==> config.mk <==
export PLATFORM = sky130hd
export DESIGN_NAME = subleq_core
export DESIGN_NICKNAME = d
export VERILOG_FILES = /design/src/rtl/subleq_core.sv
export SDC_FILE = /design/constraint.sdc
export NUM_CORES = 1
export LEC_CHECK = 0
export BUFFER_PORTS_ARGS = -buffer_cell sky130_fd_sc_hd__buf_2
export CORE_UTILIZATION = 25
export CTS_CLUSTER_SIZE = 8
export DETAILED_ROUTE_END_ITERATION = 16
export PLACE_DENSITY = 0.5
export SLEW_MARGIN = 30
export SYNTH_ARGS = -nofsm -noshare
export SYNTH_HDL_FRONTEND = slang
export SYNTH_SLANG_ARGS = --single-unit
==> constraint.sdc <==
create_clock -name clk -period 2.03 [get_ports clk]
set_input_delay 0.203 -clock clk [delete_from_list [all_inputs] [get_ports clk]]
set_output_delay 0.203 -clock clk [all_outputs]
set_load 0.01 [all_outputs]
==> src/rtl/subleq_core.sv <==
// SUBLEQ execution controller: runs A,B,C instructions in a 5-cycle sequence
// over a dual-port memory that returns registered read data.
package gc;
  localparam int WORD_SIZE = 16;
endpackage

module subleq_core #(
  parameter int                   WORD_SIZE = gc::WORD_SIZE,
  parameter logic [WORD_SIZE-1:0] RESET_PC  = '0,
  parameter logic [WORD_SIZE-1:0] HALT_ADDR = {WORD_SIZE{1'b1}},
  parameter int                   CNT_WIDTH = 32
) (
  input  logic                 clk,
  input  logic                 rst_n,
  input  logic                 run,
  output logic [WORD_SIZE-1:0] add1,
  output logic [WORD_SIZE-1:0] dataIn1,
  output logic                 write1,
  input  logic [WORD_SIZE-1:0] dataOut1,
  output logic [WORD_SIZE-1:0] add2,
  output logic [WORD_SIZE-1:0] dataIn2,
  output logic                 write2,
  input  logic [WORD_SIZE-1:0] dataOut2,
  output logic                 halted,
  output logic [WORD_SIZE-1:0] pc,
  output logic [CNT_WIDTH-1:0] instr_count
);

  localparam logic [2:0] IDLE     = 3'd0;
  localparam logic [2:0] FETCH_AB = 3'd1;
  localparam logic [2:0] FETCH_C  = 3'd2;
  localparam logic [2:0] READ_OP  = 3'd3;
  localparam logic [2:0] EXEC     = 3'd4;
  localparam logic [2:0] WRITE    = 3'd5;
  localparam logic [2:0] HALT     = 3'd6;

  logic [2:0]           state;
  logic [WORD_SIZE-1:0] a, b, c, res;
  logic [WORD_SIZE-1:0] pc_plus1, pc_plus2, pc_plus3;
  logic                 taken;

  assign pc_plus1 = pc + WORD_SIZE'(1);
  assign pc_plus2 = pc + WORD_SIZE'(2);
  assign pc_plus3 = pc + WORD_SIZE'(3);
  assign taken    = res[WORD_SIZE-1] | (res == '0);

  // Port drive depends on state and registers only, never on read data.
  always_comb begin
    add1    = '0;
    add2    = '0;
    dataIn1 = '0;
    dataIn2 = '0;
    write1  = 1'b0;
    write2  = 1'b0;
    case (state)
      FETCH_AB: begin
        add1 = pc;
        add2 = pc_plus1;
      end
      FETCH_C: add1 = pc_plus2;
      READ_OP: begin
        add1 = a;
        add2 = b;
      end
      WRITE: begin
        add2    = b;
        dataIn2 = res;
        write2  = 1'b1;
      end
      default: ;
    endcase
  end

  always_ff @(posedge clk or negedge rst_n) begin
    if (!rst_n) begin
      state       <= IDLE;
      pc          <= RESET_PC;
      halted      <= 1'b0;
      instr_count <= '0;
      a           <= '0;
      b           <= '0;
      c           <= '0;
      res         <= '0;
    end else begin
      case (state)
        IDLE: if (run) state <= FETCH_AB;
        FETCH_AB: state <= FETCH_C;
        FETCH_C: begin
          a     <= dataOut1;
          b     <= dataOut2;
          state <= READ_OP;
        end
        READ_OP: begin
          c     <= dataOut1;
          state <= EXEC;
        end
        EXEC: begin
          res   <= dataOut2 - dataOut1;
          state <= WRITE;
        end
        WRITE: begin
          pc <= taken ? c : pc_plus3;
          if (instr_count != {CNT_WIDTH{1'b1}})
            instr_count <= instr_count + CNT_WIDTH'(1);
          if (taken && (c == HALT_ADDR)) begin
            halted <= 1'b1;
            state  <= HALT;
          end else begin
            state <= run ? FETCH_AB : IDLE;
          end
        end
        HALT: state <= HALT;
        default: state <= IDLE;
      endcase
    end
  end

endmodule

==> qor.yml, run 1 <==
crit_fanout: 5
synth_top_flop_cell: "dfrtp_1"
synth-seq-area-share_pct: 41.3
syn_inst: 848
min_period_ns: 2.18
fin_area_sq_um: 10400
drt_pass1_iterations: 5
synth_area_leaders: "dfrtp_1 (41%), nand2_1 (8.8%), o21ai_0 (6.0%)"
hold_class: "input pin to flop"
place_area_sq_um: 8610
synth_top_family_by_area: "simple AND/OR/NAND/NOR gates"
core-area_sq_um: 27300
power_density_nw_per_um2: 1420
post_drt_wl_per_cell_um: 16.6
gp_congestion: 0.878
vias: 6803
clock-sinks: 116
post-route-drc-count: 0
fin_nets: 1131
ys.warnings.count: 0
synth_edf_count: 0
synth_common_cells: "nand2_1 (165), dfrtp_1 (116), o21ai_0 (84), nor2_1 (66), a21oi_1 (49)"
grt_pass1_vias: 6757
synth_top_area_share_pct: 41.3
critPathArrivalTime_ns: 1.98
avgSynthCellArea_sq_um: 8.28
overflow: 0
synth_most_common_cell: "nand2_1"
status: "finished, violations left"
startpoint_type: "flop"
drt-total-wl_mm: 24.2
max_clock_freq_mhz: 458
die_y_um: 170
path_clk_slew_ns: 0.06
drt_iter0_drc: 403
drv_cap: 0
slew_violations: 0
finalSetupViolations: 38
grtUsageMet3_pct: 4.41
numCtsBuffers: 17
post-route-period-util_pct: 107
synth-compound-area-share_pct: 15.4
clock_latency_ns: 0.42
rsz0062_at_grt: "yes"
grt_use_total_pct: 17.1
netlist_area_sq_um: 7020
die_x_um: 170
yosys.area_share.simple_pct: 23.2
cts_max_level: 4
areaGrowthSynthToFinish_pct: 48.1
holdWs_ns: 0.0136
clk_path_buf_depth: 2
power.leakage_uw: 0.00498
violations: "setup timing"
fin_ws_ns: -0.152
peakVddDrop_mv: 0.701
ios: 150
pre_cts_slack_ns: -0.0813
vias_per_cell: 4.66
antennaDiodeCount: 0
dp_hpwl_mm: 17.8
synth_fa_ha_area_share_pct: 3.85
ant_nets: 0
synth_mux_area_share_pct: 2.03
initial_core_util_pct: 25.8
grt_use_met2_pct: 26.6
finalHoldViolCount: 0
drive_gt1_share_pct: 36.9
cp-end-kind: "output pin"
busiest_layer: "met2"
n_fill_cell: 2816
cts_tree: "yes"
antenna_found_initial: 0
async_reset_ff_share_pct: 100
use_met1_pct: 23.1
synth_xor_area_share_pct: 8.11
skew_ns: 0.0110
synth_cell_types: 59
portBuffers: 132
dieArea_sq_um: 28800
fin_setup_tns_ns: -2.21
ys_ff_latch: 116
required_ns: 1.83
cts_root_buf: "clkbuf_16"
grt_pass1_wl_mm: 37.6
rows: 60
synth_area_leader_cell: "dfrtp_1"
criticalPathCategory: "flop to output pin"
grt_max_degree: 75
## critical path: stages, from the launching register on
cell and delay, ns:
dfrtp_2 0.42, and4_4 0.25, and2_4 0.22, nand4_1 0.16, xnor2_2 0.19, o21ai_2 0.16
buf_2 0.16
## where the power goes
part / total, uW / switching, uW / internal (uW) / leakage, uW
combinational: 7690 / 4320 / 3370 / 0.00322
sequential: 3990 / 795 / 3190 / 0.00146
clock: 3130 / 1260 / 1860 / 0.000294
## timing repair
action / 4_1_cts / 5_1_grt
pin swaps: 47 / 36
hold buffers: 8 / 0
setup buffers: 14 / 12
endpoints found under the hold margin: 123 / 0
gates cloned: 3 / 1
setup endpoints to repair: 47 / 62
resized for setup: 142 / 66
## registers in the layout (all words and copies together), names as in the netlist
register,cells
b,16
pc,16
a,16
c,16
instr_count,32
state,3
res,16
halted,1
## final cells by class
cell class | count | area, sq um | area share (%)
timing repair buffer | 256 | 1950 | 18.7
clock buffer | 17 | 425 | 4.09
sequential | 116 | 2910 | 28.0
inverter | 26 | 100 | 0.962
clock inverter | 15 | 181 | 1.74
multi-input combinational | 658 | 4370 | 42.1
tap | 372 | 465 | 4.47
## final timing paths
path / from / endpoint / slack [ns] / cells past startpoint
max in group asynchronous: rst_n / c[8]$_DFFE_PN0P_ / 1.25 / 3
setup / recovery: pc[2]$_DFFE_PN0P_ / add2[14] / -0.15 / 6
min in group asynchronous: rst_n / instr_count[12]$_DFFE_PN0P_ / 0.14 / 2
hold / removal: dataOut2[9] / b[9]$_DFFE_PN0P_ / 0.01 / 3
setup reg to reg: state[0]$_DFFE_PN0P_ / instr_count[27]$_DFFE_PN0P_ / 0.08 / 7
hold reg to reg: halted$_DFFE_PN0P_ / halted$_DFFE_PN0P_ / 0.48 / 1
## through the flow
| step | util, % | instances | total power, uW |
|---|---|---|---|
| floorplan | - | 864 | 7300 |
| global placement | 31.6 | 1391 | 9960 |
| detailed placement | 31.6 | 1391 | 10000 |
| CTS | 36.6 | 1448 | 14200 |
| global route | 38.2 | 1460 | 15800 |
| finish | 38.2 | 1460 | 14800 |
## layer usage
layer	vias up	part of all wire, %
li1	3355	-
met1	3213	47
met2	201	45
met3	34	6.0
met4	0	2.1
met5	-	0
## logic make-up after synthesis
group,count (synthesis)
adders and majority gates,21
DFF,116
AOI/OAI and AO/OA,186
xor gates and xnor gates,65
and+or+nand+nor,354
buffers and inverters,91
other,1
muxes,14
## layout by cell type (no fill, tap or decap), types with 13 or more instances in the layout
cell type and n:
o21ai_0 68, ha_1 15, buf_2 110, buf_6 36
a21oi_1 42, xor2_1 18, and3_4 13, nand2_1 146
conb_1 17, buf_4 91, nand4_1 19, nor2_1 55
dfrtp_1 112, inv_1 24, nand3_1 19, clkbuf_16 18
xnor2_1 33
No activity file was read; power rests on OpenSTA's default activity.
==> run 2, diff against run 1 <==
--- a/config.mk
+++ b/config.mk
@@ -6,8 +6,9 @@
 export NUM_CORES = 1
 export LEC_CHECK = 0
 export BUFFER_PORTS_ARGS = -buffer_cell sky130_fd_sc_hd__buf_2
+export CORE_MARGIN = 3
 export CORE_UTILIZATION = 25
-export CTS_CLUSTER_SIZE = 8
+export CTS_CLUSTER_SIZE = 20
 export DETAILED_ROUTE_END_ITERATION = 16
 export PLACE_DENSITY = 0.5
 export SLEW_MARGIN = 30
==> run 2 against run 1 <==
The flow still finishes with violations (setup timing). Combinational power grew 6.1%. Core utilization is 0.75 points higher. Sequential power about the same. Sequential share of layout area fell by 0.56 points. Critical path type unchanged. Largest cell class unchanged.
==> qor.yml, run 2 (synthesis results as in run 1) <==
antenna_found_initial: 0  # unchanged
crit_family: "simple AND/OR/NAND/NOR gates"
path_buf_inv: 2  # +1
hold_class: "input pin to flop"
rows: 60  # unchanged
rsz0062_at_grt: "yes"
fin_nets: 1138  # +0.62%
dp_hpwl_mm: 17.9  # +1.0%
max_clock_freq_mhz: 453  # -1.1%
path_clk_slew_ns: 0.06  # about the same
overflow: 0  # unchanged
drt-total-wl_mm: 24.9  # +2.8%
min_period_ns: 2.21  # +0.0245 ns
hold_depth: 3  # unchanged
grt_max_degree: 36  # -52%
violations: "setup timing"
reg2reg_from: "state[2]$_DFFE_PN0P_"
slew_violations: 0  # unchanged
largest_register_ffs: 32  # unchanged
fin_ws_ns: -0.177  # -0.0245 ns
portBuffers: 132  # unchanged
crit_fanout: 6  # +1
clock-sinks: 116  # unchanged
drive_gt1_share_pct: 36.6  # -0.24 points
layout_commonest_cell: "nand2_1"
crit_cells: 7  # +1
numCtsBuffers: 17  # unchanged
numPlacedInstances: 1388  # -0.22%
post_drt_wl_per_cell_um: 17.0  # +2.3%
drt_pass1_iterations: 4  # -1
seqPwrFrac_pct: 26.1  # -0.8 points
cts_root_buf: "clkbuf_16"
slowest_delay_ns: 0.41  # about the same
startpoint_type: "flop"
grt_pass1_vias: 6786  # +0.43%
crit_slowest_cell: "dfrtp_1"
min_to: "b[2]$_DFFE_PN0P_"
finalSetupViolations: 23  # -39%
status: "finished, violations left"
rrSetupSlack_ns: 0.11  # +0.03 ns
pre_cts_slack_ns: -0.112  # -0.0307 ns
drt_iter0_drc: 373  # -7.4%
p_switching_uw: 6480  # +1.5%
skew_ns: 0.0127  # +0.00165 ns
critPathArrivalTime_ns: 2.00  # +0.02 ns
grt_use_total_pct: 16.0  # -1.0 points
ff2ff_path_depth: 7  # unchanged
clock_latency_ns: 0.42  # about the same
switching_share_pct: 42.7  # -0.43 points
die_y_um: 174  # +2.4%
r2r_end: "instr_count[27]$_DFFE_PN0P_"
p_int_uw: 8710  # +3.3%
vias_per_cell: 4.71  # +1.0%
core-area_sq_um: 27300  # unchanged
cts_tree: "yes"
vias: 6906  # +1.5%
die_x_um: 174  # +2.4%
antennaDiodeCount: 0  # unchanged
drv_cap: 0  # unchanged
criticalPathCategory: "flop to output pin"
power_frac_clock_pct: 20.2  # -0.9 points
dieArea_sq_um: 30100  # +4.8%
comb_power_share_pct: 53.7  # +1.8 points
gp_congestion: 0.917  # +4.4%
final_cell_mix: "nand2_1 (155), dfrtp_1 (114), buf_2 (104)"
initial_core_util_pct: 25.8  # unchanged
ios: 150  # unchanged
peakVddDrop_mv: 0.691  # -1.4%
post-route-period-util_pct: 109  # +1.2 points
top_register: "instr_count"
power_density_nw_per_um2: 1430  # +0.56%
fin_cells: 1467  # +0.48%
required_ns: 1.83  # about the same
path_cells: "nand4_1 -> or2_4 -> buf_8 -> nor3_4 -> xnor2_2 -> o21ai_1 -> buf_2"
p_total_uw: 15200  # +2.5%
areaGrowthSynthToFinish_pct: 51.0
grt_pass1_wl_mm: 38.1  # +1.3%
finalHoldViolCount: 0  # unchanged
cts_max_level: 4  # unchanged
crit_path_start: "pc[5]$_DFFE_PN0P_"
clk_path_buf_depth: 2  # unchanged
min_from: "dataOut2[2]"
cp-end-kind: "output pin"
post-route-drc-count: 0  # unchanged
ant_nets: 0  # unchanged
power.leakage_uw: 0.00501  # +0.69%
==> run 2: cell types whose count changed in the layout (fill, tap and decap cells not counted), moves of 3 or more <==
cell,change
and3_1,-3
and3_4,+3
buf_2,-6
buf_6,+7
buf_8,+3
clkinv_4,+4
inv_8,-3
nand2_1,+9
nand2_2,-4
nand2_4,-5
o21ai_2,-5
o21ai_4,+5
==> run 2: power by group through the flow <==
stage / clock network (uW) / logic (uW) / registers [uW]
2_1_floorplan: 0 / 3500 / 3800
3_3_place_gp: 0 / 6060 / 3910
3_5_place_dp: 0 / 6070 / 3940
4_1_cts: 3130 / 7130 / 3930
5_1_grt: 3230 / 8900 / 4070
6_report: 3060 / 8160 / 3960
==> run 2: layout make-up <==
cell class / instances / area [sq um]
inverters: 26 / 103
repair buffers: 264 / 2140
clock inverters: 14 / 168
clock buffers: 18 / 429
fillers: 2785 / 16600
multi-input cells: 657 / 4400
well taps: 372 / 465
flip-flops and latches: 116 / 2910
==> run 2: how the worst max path moves through the flow <==
stage,to
6_report,add2[13]
5_1_grt,add2[14]
4_1_cts,add2[13]
3_5_place_dp,res[14]$_DFFE_PN0P_
3_3_place_gp,res[14]$_DFFE_PN0P_
2_1_floorplan,add2[14]
==> run 2: timing repair <==
item | 4_1_cts | 5_1_grt
gates cloned | 3 | 1
resized for setup | 99 | 123
setup buffers | 25 | 13
endpoints found under the setup margin | 47 | 63
hold buffers | 8 | 0
pin swaps | 37 | 49
endpoints found under the hold margin | 31 | 0
==> run 2: per-stage QoR <==
step	hold slack, ns	setup TNS [ns]	utilization [%]	cell area (sq um)
after floorplan	-0.0926	0	-	7080
after global routing	0.0298	-5.19	38.9	10600
after detailed placement	0.174	-0.254	31.6	8610
after CTS	0.00144	-2.13	36.3	9900
after global placement	0.176	-0.237	31.6	8610
final	0.0192	-1.83	38.9	10600
==> run 2: routing by layer <==
metal	wire length (um)	vias to the layer above	GRT usage, %
li1	-	3368	-
met4	526	0	3.85
met5	0	-	0
met1	12100	3282	22.6
met2	10900	225	25.1
met3	1460	31	3.50
==> run 2: worst register-to-register path, delay by kind of cell (launching register included) <==
family	cells	cell delay, ns
AO/OA/AOI/OAI	1	0.20
AND/OR/NAND/NOR	4	0.94
flip-flops	1	0.41
XOR/XNOR	1	0.14
buffers and inverters	1	0.11
